File: src/rtl/siso_shift_controller_if.sv
// Handshake and serial-loop signals between a SISO shift controller and its driver.
// The slave modport is the controller; the master drives requests and the chain return.
interface siso_shift_controller_if #(
    parameter int WIDTH = 4
);
    logic             start;
    logic [WIDTH-1:0] din;
    logic             dir;
    logic             q_in;
    logic             so;
    logic             busy;
    logic             done;
    logic [WIDTH-1:0] rx;
    logic             match;

    modport master (
        output start, din, dir, q_in,
        input  so, busy, done, rx, match
    );

    modport slave (
        input  start, din, dir, q_in,
        output so, busy, done, rx, match
    );
endinterface

File: src/rtl/siso_shift_controller.sv
// Drives a word serially into an external DEPTH-stage SISO chain and reassembles
// the returning bits, flagging whether the loop-back word matches what was sent.
module siso_shift_controller #(
    parameter int WIDTH = 4,
    parameter int DEPTH = 4
) (
    input  logic                   clk,
    input  logic                   rst_n,
    siso_shift_controller_if.slave bus
);
    localparam int CW = $clog2(WIDTH + DEPTH + 1);

    typedef enum logic [1:0] {IDLE, SHIFT, DRAIN, FIN} state_t;

    state_t           state, state_n;
    logic [CW-1:0]    t, t_n;
    logic [WIDTH-1:0] data, data_n;
    logic [WIDTH-1:0] rx, rx_n;
    logic             dir_q, dir_n;
    logic             so, so_n;
    logic             busy, busy_n;
    logic             done, done_n;
    logic             match, match_n;
    int               ti;
    int               tn;
    int               sel;
    int               cap;

    always_ff @(posedge clk or negedge rst_n) begin
        if (!rst_n) state <= IDLE;
        else        state <= state_n;
    end

    always_ff @(posedge clk or negedge rst_n) begin
        if (!rst_n) begin
            t     <= '0;
            data  <= '0;
            dir_q <= 1'b0;
            rx    <= '0;
            so    <= 1'b0;
            busy  <= 1'b0;
            done  <= 1'b0;
            match <= 1'b0;
        end else begin
            t     <= t_n;
            data  <= data_n;
            dir_q <= dir_n;
            rx    <= rx_n;
            so    <= so_n;
            busy  <= busy_n;
            done  <= done_n;
            match <= match_n;
        end
    end

    // Outputs are computed one cycle ahead so every port comes straight from a flop.
    always_comb begin
        state_n = state;
        t_n     = t;
        data_n  = data;
        dir_n   = dir_q;
        rx_n    = rx;
        so_n    = 1'b0;
        busy_n  = 1'b0;
        done_n  = 1'b0;
        match_n = match;
        ti      = int'(t);
        tn      = ti + 1;
        sel     = dir_q ? (WIDTH - 1 - tn) : tn;
        cap     = -1;

        // Bit k returns DEPTH cycles after it was sent; this may overlap SHIFT.
        if ((state == SHIFT || state == DRAIN) && ti >= DEPTH && ti < DEPTH + WIDTH)
            cap = dir_q ? (WIDTH - 1 - (ti - DEPTH)) : (ti - DEPTH);
        for (int i = 0; i < WIDTH; i++)
            if (i == cap) rx_n[i] = bus.q_in;

        case (state)
            IDLE: begin
                if (bus.start) begin
                    state_n = SHIFT;
                    t_n     = '0;
                    data_n  = bus.din;
                    dir_n   = bus.dir;
                    rx_n    = '0;
                    match_n = 1'b0;
                    busy_n  = 1'b1;
                    so_n    = bus.dir ? bus.din[WIDTH-1] : bus.din[0];
                end
            end
            SHIFT: begin
                t_n    = t + CW'(1);
                busy_n = 1'b1;
                if (ti == WIDTH - 1) begin
                    state_n = DRAIN;
                end else begin
                    for (int i = 0; i < WIDTH; i++)
                        if (i == sel) so_n = data[i];
                end
            end
            DRAIN: begin
                t_n = t + CW'(1);
                if (ti == WIDTH + DEPTH - 1) begin
                    state_n = FIN;
                    done_n  = 1'b1;
                    match_n = (rx_n == data);
                end else begin
                    busy_n = 1'b1;
                end
            end
            FIN:     state_n = IDLE;
            default: state_n = IDLE;
        endcase
    end

    assign bus.so    = so;
    assign bus.busy  = busy;
    assign bus.done  = done;
    assign bus.rx    = rx;
    assign bus.match = match;
endmodule

File: src/flat_wrapper.sv
// flat-port wrapper written by rule: the top's interface ports become plain ports
module siso_shift_controller_flat 
#(
    parameter int WIDTH = 4,
    parameter int DEPTH = 4
)
  (clk, rst_n, bus_start, bus_din, bus_dir, bus_q_in, bus_so, bus_busy, bus_done, bus_rx, bus_match);
  siso_shift_controller_if #(.WIDTH(WIDTH)) bus_i ();
  input  logic clk;
  input  logic rst_n;
  input wire logic [$bits(bus_i.start)-1:0] bus_start;
  input wire logic [$bits(bus_i.din)-1:0] bus_din;
  input wire logic [$bits(bus_i.dir)-1:0] bus_dir;
  input wire logic [$bits(bus_i.q_in)-1:0] bus_q_in;
  output wire logic [$bits(bus_i.so)-1:0] bus_so;
  output wire logic [$bits(bus_i.busy)-1:0] bus_busy;
  output wire logic [$bits(bus_i.done)-1:0] bus_done;
  output wire logic [$bits(bus_i.rx)-1:0] bus_rx;
  output wire logic [$bits(bus_i.match)-1:0] bus_match;
  assign bus_i.start = bus_start;
  assign bus_i.din = bus_din;
  assign bus_i.dir = bus_dir;
  assign bus_i.q_in = bus_q_in;
  assign bus_so = bus_i.so;
  assign bus_busy = bus_i.busy;
  assign bus_done = bus_i.done;
  assign bus_rx = bus_i.rx;
  assign bus_match = bus_i.match;
  siso_shift_controller #(.WIDTH(WIDTH), .DEPTH(DEPTH)) u_core (.clk(clk), .rst_n(rst_n), .bus(bus_i));
endmodule
File: config.mk
export PLATFORM = sky130hd
export DESIGN_NAME = siso_shift_controller_flat
export DESIGN_NICKNAME = d
export VERILOG_FILES = /design/src/rtl/siso_shift_controller_if.sv /design/src/rtl/siso_shift_controller.sv /design/src/flat_wrapper.sv
export SDC_FILE = /design/constraint.sdc
export NUM_CORES = 1
export LEC_CHECK = 0
export BUFFER_PORTS_ARGS = -buffer_cell sky130_fd_sc_hd__buf_2
export CAP_MARGIN = 40
export CORE_MARGIN = 4
export CORE_UTILIZATION = 45
export CTS_CLUSTER_DIAMETER = 80
export DETAILED_ROUTE_END_ITERATION = 16
export PLACE_DENSITY = 0.73
export REMOVE_ABC_BUFFERS = 1
export SLEW_MARGIN = 25
export SYNTH_ARGS = -nofsm -noshare
export SYNTH_HDL_FRONTEND = slang
export SYNTH_SLANG_ARGS = --single-unit
File: constraint.sdc
create_clock -name clk -period 3.6 [get_ports clk]
set_input_delay 0.18 -clock clk [delete_from_list [all_inputs] [get_ports clk]]
set_output_delay 0.18 -clock clk [all_outputs]
set_load 0.01 [all_outputs]
After elaboration in Yosys (flattened, before gate mapping)
Cells that the tools add are included.

operators by class
  equal/unequal tests = 15
  $lt $le $gt $ge = 2
  mux-type cells = 31
  reductions and logical operators = 13
  add/subtract/negate cells = 5

operators with widths
  operator                 count
  $eq A3 B32 Y1 const A    4
  $mux W32                 3
  $eq A2 B32 Y1 const A    2
  $logic_not A32 Y1        2
  $sub A3 B32 Y32 const A  2
  $mux W1                  17
  $mux W4                  3
  $pmux W2 S4              1
  $pmux W4 S2              1
  $mux W2                  3
  $ne A2 B2 Y1 const B     3
  $reduce_and A3 Y1        2
  $add A4 B1 Y5 const B    1
  $sub A4 B3 Y5 const B    1
  $add A4 B1 Y4 const B    1
  $eq A2 B2 Y1 const B     2
  $eq A4 B3 Y1 const B     1
  $eq A4 B4 Y1             1
  $eq A4 B4 Y1 const B     1
  $ge A4 B3 Y1 const B     1
  $lt A4 B4 Y1 const B     1
  $pmux W1 S2              2
  $reduce_and A2 Y1        2
  $reduce_bool A2 Y1       2
  6 further kinds          7

word-level totals
  word-level logic and storage cells = 75
  bits in registers = 19
  bits of input ports = 9

Depth between registers and ports, before layout
Gate-level depths: netlist (run 1).

  word-level depth = 10
  mapped depth = 11

Worst setup path before layout (run 1)
No wires, ideal clock.

  path kind = register to register
  start = register u_core.t[2]
  end = register u_core.match (netlist: u_core.bus.match)
  cell stages (with the launch flop) = 12
  path buffers = 1
  path slack = 1.131 ns
  required time = 3.496 ns
  arrival = 2.366 ns
  cells stage by stage = dfrtp_1 clkbuf_1 inv_1 ha_1 inv_1 ha_1 and3b_1 o2111ai_2 a21oi_1 mux2i_1 o221ai_1 o41ai_2

between the ends
  longest elaborated chain between the ends = 9
  elaborated cells between the ends (all ways) = 22

RTL lines
  what                                                           RTL line                                                  text
  start, declared                                                siso_shift_controller.sv:16                               logic [CW-1:0] t, t_n;
  start signal, assigned                                         siso_shift_controller.sv:45                               t <= t_n;
  $sub A4 B3 Y5 / $ge A4 B3 Y1 (equally long branches)           siso_shift_controller.sv:74, siso_shift_controller.sv:73
  $sub A3 B32 Y32 / $logic_and A1 B1 Y1 (equally long branches)  siso_shift_controller.sv:74, siso_shift_controller.sv:73
  $mux W32 / $logic_and A1 B1 Y1 (equally long branches)         siso_shift_controller.sv:74, siso_shift_controller.sv:73
  $mux W32                                                       siso_shift_controller.sv:73                               if ((state == SHIFT || state == DRAIN) && ti >= DEPTH && ti < DEPTH + WIDTH)
  $eq A2 B32 Y1 (tied with other cells)                          siso_shift_controller.sv:76                               if (i == cap) rx_n[i] = bus.q_in;
  $mux W1                                                        siso_shift_controller.sv:76
  $eq A4 B4 Y1                                                   siso_shift_controller.sv:106                              match_n = (rx_n == data);
  $mux W1                                                        siso_shift_controller.sv:103                              if (ti == WIDTH + DEPTH - 1) begin
  $pmux W1 S2                                                    siso_shift_controller.sv:78                               case (state)
  end signal, assigned                                           siso_shift_controller.sv:52                               match <= match_n;
  end, declared                                                  siso_shift_controller.sv:23                               logic match, match_n;

Several ways; a longest one is shown, not always the timed one. The select of a mux whose other input is x is not followed.
A chain may end at the register's enable or synchronous reset.

Worst setup path in the final report (run 1)
Same ends and word-level chain as after synthesis.

==> flow_metrics.tcl, run 1 <==
set metrics [dict create \
    ir_worst_vdd_v 0.000563 \
    cp.arrival_ps 2930 \
    outcome "complete, no violations" \
    vias 1073 \
    slew_headroom_pct 68.2 \
    wl_um 2660 \
    grt_usage_pct 15.0 \
    slew_viol_final 0 \
    worstSetupStartpointType "flop" \
    cp_slowest_stage_delay_ps 530 \
    rr_worst_depth 10 \
    antenna_left 0 \
    start_util_pct 47.5 \
    cts_buffers 3 \
    die_w_um 61.9 \
    via_per_inst 5.62 \
    hold_path_class "input port to flop" \
    cts_tree "yes" \
    cap_violations 0 \
    syn_to_final_growth_pct 9.27 \
    wl_per_cell_um 13.9 \
    core_sq_mm 0.00276 \
    fmax_mhz 367 \
    rows 19 \
    skew_ps 10.1 \
    first_iter_violations 30 \
    grt_pass1_wl_um 4320 \
    r2r-start "u_core.t[2]" \
    dieHeight_um 61.9 \
    drive_above_1_share_pct 13.8 \
    cp_cell_sequence "inv_1 -> ha_1 -> inv_1 -> ha_1 -> and3b_1 -> o2111ai_2 -> a21oi_1 -> mux2i_1 -> o221ai_1 -> o41ai_2" \
    fillCellCount 247 \
    crit_fanout 11 \
    hold_buffers 1 \
    finalHoldViolCount 0 \
    hold_depth 3 \
    ys_seq_area_share_pct 36.3 \
    period_share_pct 75.6 \
    tns_ps 0 \
    holdPathEnd "u_core.data[2]" \
    crit_slowest_cell "dfrtp_1" \
    ys_seq_elements 19 \
    p_per_area_mw_per_mm2 709 \
    antenna_cells 0 \
    syn_inst 146 \
    critPathKind "flop to flop" \
    dp_hpwl_um 2070 \
    cts_setup_buffers 0 \
    ys_types 41 \
    cts_resized 0 \
    cp.required_ps 3800 \
    grt_pass1_vias 1000 \
    die-area_sq_mm 0.00384 \
    synth.avg_cell_area_sq_um 8.96 \
    timing.rr.end "u_core.bus.match" \
    pre_cts_slack_ps 915 \
    fin_crit_ps 2720 \
    grt_max_degree 20 \
    netlist_area_sq_mm 0.00131 \
    cts.sinks 19 \
    antenna_found_initial 0 \
    nets 183 \
    globalplace.congestion 0.805 \
    ys_warn_count 0 \
    min_from "bus_din[2]" \
    worstMarginPinSlew_ps 476 \
    endpoint_kind "flop" \
    regToRegSetupSlack_ps 880 \
    cts_max_path_buffers 2 \
    drtPass1Iterations 4 \
    rsz0062_at_grt "false" \
    clkLatencyLatePin_ps 300 \
    io_pins 17 \
    drc 0 \
    htreeDepth 1 \
    fin_util_pct 51.9 \
    clk_pin_slew_ps 120 \
    setup_violations 0 \
    p_leak_nw 0.688 \
    portBuffers 16 \
    gr-total-overflow 0 \
    setup_ws_ps 877 \
    clk_root_buffer_cell "clkbuf_4" \
]
[critical path: cells and delay by family (launching register included)]
family / cells / cell delay [ps]
multiplexers: 1 / 270
AND/OR/NAND/NOR: 1 / 160
AO/OA/AOI/OAI: 4 / 970
buffers and inverters: 2 / 220
flip-flops: 1 / 530
adder cells (fa/ha/maj): 2 / 490
[final cells by class]
class | instances | area (sq um) | area share (%)
Clock buffer | 3 | 22.5 | 1.57
Timing Repair Buffer | 17 | 90.1 | 6.30
Inverter | 9 | 33.8 | 2.36
Sequential cell | 19 | 475 | 33.2
Multi-Input combinational cell | 111 | 764 | 53.5
Tap cell | 31 | 38.8 | 2.71
Clock inverter | 1 | 5.00 | 0.350
[flip-flops by register name (all words and copies together) (netlist names)]
name and count:
u_core.bus.busy 1, u_core.bus.match 1, u_core.bus.rx 4, u_core.dir_q 1
u_core.bus.done 1, u_core.state 2, u_core.data 4, u_core.bus.so 1
u_core.t 4
[worst max path at each step]
stage                 from                to
2_1_floorplan  u_core.t[2]  u_core.bus.match
3_3_place_gp   u_core.t[2]  u_core.bus.match
3_5_place_dp   u_core.t[2]  u_core.bus.match
4_1_cts        u_core.t[2]  u_core.bus.match
5_1_grt        u_core.t[2]  u_core.bus.match
6_report       u_core.t[2]  u_core.bus.match
[per-stage QoR]
step	power, mW	cell area (sq um)	hold WS, ps	std cells
floorplan	0.763	1270	-116	139
global placement	0.871	1390	139	186
finish	1.01	1430	57.5	191
CTS	1.02	1430	51.4	191
global route	1.11	1430	41.9	191
detailed placement	0.901	1390	142	186
[cell usage after synthesis (all sizes together)]
master	number	area [sq um]
nand2	23	86.3
and3	1	6.26
mux2	2	22.5
o41ai	1	16.3
mux2i	6	60.1
nand2b	2	12.5
o221a	1	11.3
a221oi	1	8.76
nand3	5	25.0
a31oi	1	6.26
xor2	1	8.76
nor3	1	5.00
inv	9	33.8
ha	13	163
or3	1	6.26
o2111ai	2	23.8
o22ai	3	18.8
nor4bb	1	10.0
and3b	1	8.76
xnor2	4	35.0
a21oi	5	25.0
a21o	1	7.51
or3b	2	17.5
o211ai	1	7.51
o21ai	7	35.0
nor2b	2	12.5
buf	2	16.3
o2bb2a	1	10.0
o31ai	1	7.51
nor3b	1	7.51
nand3b	3	22.5
or2	1	6.26
a21boi	1	7.51
dfrtp	19	475
nor2	13	48.8
and2	1	6.26
clkbuf	5	18.8
o221ai	1	8.76
[power breakdown]
part / internal, mW / leakage, nW / switching [mW]
sequential: 0.277 / 0.249 / 0.106
clock: 0.0414 / 0.0177 / 0.0680
combinational: 0.232 / 0.422 / 0.290
[per-layer routing]
metal	track usage, %	part of all wire [%]	vias to the layer above
li1	-	-	533
met2	24.1	48	21
met3	5.37	4.5	6
met1	19.3	46	513
met4	3.64	1.0	0
met5	0	0	-
[cells in the final DEF, fill, tap and decap left out, types with 2 or more instances in the layout]
cell       n
nand2_1   23
nand3_1    5
xnor2_1    4
nand2b_1   2
clkbuf_4   3
mux2_1     2
a21oi_1    5
mux2i_1    6
nor2_1    13
o22ai_1    3
inv_1      9
buf_2     16
nand3b_1   3
o21ai_0    3
or3b_1     2
nor2b_1    2
dfrtp_1   19
o21ai_1    4
ha_1      13
[cells by family (layout without fill, tap and decap cells)]
group,count (synthesis),count (layout),synth area share (%)
compound gates,27,27,14.8
xor+xnor,5,5,3.35
fa+ha+maj,13,13,12.4
buf+inv,16,30,5.26
flops,19,19,36.3
mux,8,8,6.31
simple gates,58,58,21.5
Power figures use the tool's default switching activity.
==> inputs of run 2 (changes only) <==
Settings changed: ABC_AREA from default to 1.
Clock period 3.6 ns to 2.8 ns, I/O delays scaled along.
==> run 2 against run 1 <==
Compared with the run above:
- power increased by 28%
- clock skew decreased by 8.8 ps
- global-route usage increased by 0.71 points
- non-clock buffer count unchanged
- largest cell class unchanged
==> flow_metrics.tcl, run 2 <==
set metrics [dict create \
    outcome "complete, no violations" \
    slew_headroom_pct 72.4 \
    crit_fanout 4 \
    finalHoldViolCount 0 \
    p_leak_nw 0.759 \
    via_per_inst 5.28 \
    drtPass1Iterations 4 \
    skew_ps 1.35 \
    syn_inst 163 \
    cp.arrival_ps 2330 \
    netlist_area_sq_mm 0.00129 \
    cp.required_ps 3010 \
    drc 0 \
    cp_slowest_stage_delay_ps 430 \
    dp_hpwl_um 2160 \
    ys_seq_elements 19 \
    globalplace.congestion 0.919 \
    cp_cell_sequence "ha_1 -> xnor2_1 -> ha_1 -> ha_1 -> nor3b_1 -> o2111ai_1 -> o31ai_1" \
    hold_depth 3 \
    start_util_pct 47.1 \
    fmax_mhz 470 \
    dieHeight_um 61.5 \
    die-area_sq_mm 0.00378 \
    endpoint_kind "flop" \
    fin_cells 214 \
    holdPathEnd "u_core.data[2]" \
    worstMarginPinSlew_ps 415 \
    fin_util_pct 52.6 \
    antenna_left 0 \
    r2r-start "u_core.t[0]" \
    cts_max_path_buffers 2 \
    clk_pin_slew_ps 110 \
    hold_path_class "input port to flop" \
    synth_flop_cell "dfrtp_1" \
    fin_crit_ps 2130 \
    setup_violations 0 \
    wl_um 2680 \
    yosys.area.top_type_share_pct 36.9 \
    cts.sinks 19 \
    grt_max_degree 20 \
    cts_tree "yes" \
    vias 1129 \
    htreeDepth 1 \
    rows 19 \
    ys_seq_area_share_pct 36.9 \
    syn_to_final_growth_pct 11.8 \
    slew_viol_final 0 \
    synth.avg_cell_area_sq_um 7.90 \
    rr_worst_depth 7 \
    worstSetupStartpointType "flop" \
    rsz0062_at_grt "false" \
    timing.rr.end "u_core.bus.so" \
    crit_path_frequent_cell "ha_1" \
    fillCellCount 262 \
    yosysTopAreaCell "dfrtp_1" \
    min_from "bus_din[2]" \
    cap_violations 0 \
    grt_pass1_wl_um 4470 \
    final_cell_mix "nand2_1, inv_1, dfrtp_1, nand3_1, buf_2" \
    regToRegSetupSlack_ps 670 \
    tns_ps 0 \
    cts_buffers 3 \
    critPathTopFamily "adder cells" \
    drive_above_1_share_pct 17.5 \
    grt_pass1_vias 1074 \
    antenna_found_initial 0 \
    reg_top3 "u_core.bus.rx (4), u_core.data (4), u_core.t (4)" \
    first_iter_violations 32 \
    critPathKind "flop to flop" \
    nets 206 \
    p_total_mw 1.30 \
    yosysMostFrequentCell "nand2_1" \
    clkLatencyLatePin_ps 290 \
    ys_warn_count 0 \
    antenna_cells 0 \
    cts_resized 0 \
    synthTopCellsByArea "dfrtp_1, ha_1, nand2_1" \
    wl_per_cell_um 12.5 \
    async_reset_ff_share_pct 100 \
    crit_slowest_cell "dfrtp_1" \
    grt_usage_pct 15.7 \
    p_per_area_mw_per_mm2 905 \
    worst-path-buf-inv 0 \
    gr-total-overflow 0 \
    portBuffers 16 \
    core_sq_mm 0.00273 \
    period_share_pct 75.9 \
    ys_top_cells_by_count "nand2_1, inv_1, dfrtp_1" \
    die_w_um 61.5 \
    ir_worst_vdd_v 0.000491 \
    clk_root_buffer_cell "clkbuf_4" \
    ys_types 27 \
    synth-edff-count 0 \
    io_pins 17 \
    dpl.cell_count 209 \
    final_common_cell "nand2_1" \
]
run 2: worst max-delay path by stage:
stage / cells past startpoint / from / endpoint / slack (ps)
floorplan: 13 / u_core.t[2] / u_core.bus.match / 850
global placement: 13 / u_core.t[2] / u_core.bus.match / 740
detailed placement: 13 / u_core.t[2] / u_core.bus.match / 670
CTS: 13 / u_core.t[2] / u_core.bus.match / 670
global route: 13 / u_core.t[2] / u_core.bus.match / 480
finish: 7 / u_core.t[0] / u_core.bus.so / 670
run 2: cell type report:
| class | instances | area [sq um] | area share [%] |
|---|---|---|---|
| Clock buffer | 4 | 26.3 | 1.83 |
| Inverter | 26 | 97.6 | 6.78 |
| Multi-Input combinational cell | 117 | 711 | 49.4 |
| Sequential cell | 19 | 475 | 33.0 |
| Tap cell | 31 | 38.8 | 2.70 |
| Timing Repair Buffer | 17 | 90.1 | 6.26 |
run 2: worst min-delay path: cells and delay by family:
family          cells  cell delay (ps)
compound gates      1               60
buf+inv             1               70
simple gates        1               40
run 2: kinds of logic after synthesis:
kind of cell | Yosys count | share of synthesized area, %
buffers and inverters | 27 | 7.87
XOR/XNOR | 3 | 2.04
flip-flops | 19 | 36.9
AND/OR/NAND/NOR | 72 | 28.0
AO/OA/AOI/OAI | 29 | 12.5
adder cells (fa/ha/maj) | 13 | 12.6
run 2: timing repair:
action / in CTS / in global routing
hold endpoints to repair: 19 / 0
hold buffers: 1 / 0
buffers inserted: 0 / 0
run 2: layer usage:
layer / part of all wire, % / vias up / global-route usage (%) / routed length (um)
li1: - / 570 / - / -
met3: 3.4 / 4 / 2.52 / 92
met2: 52 / 16 / 28.1 / 1400
met5: 0 / - / 0 / 0
met1: 43 / 539 / 18.7 / 1150
met4: 1.2 / 0 / 5.76 / 33
run 2: per-stage QoR:
| stage | hold WS, ps | setup WS, ps | instance area, sq um |
|---|---|---|---|
| floorplan | -156 | 852 | 1280 |
| finish | 42.9 | 674 | 1440 |
| global placement | 97.4 | 743 | 1400 |
| detailed placement | 106 | 671 | 1400 |
| global route | 26.8 | 475 | 1440 |
| CTS | 40.5 | 668 | 1440 |
run 2: power by group:
group	switching, mW	internal, mW	total, mW
Combinational	0.461	0.262	0.724
Sequential	0.0780	0.357	0.435
Clock	0.0874	0.0554	0.143
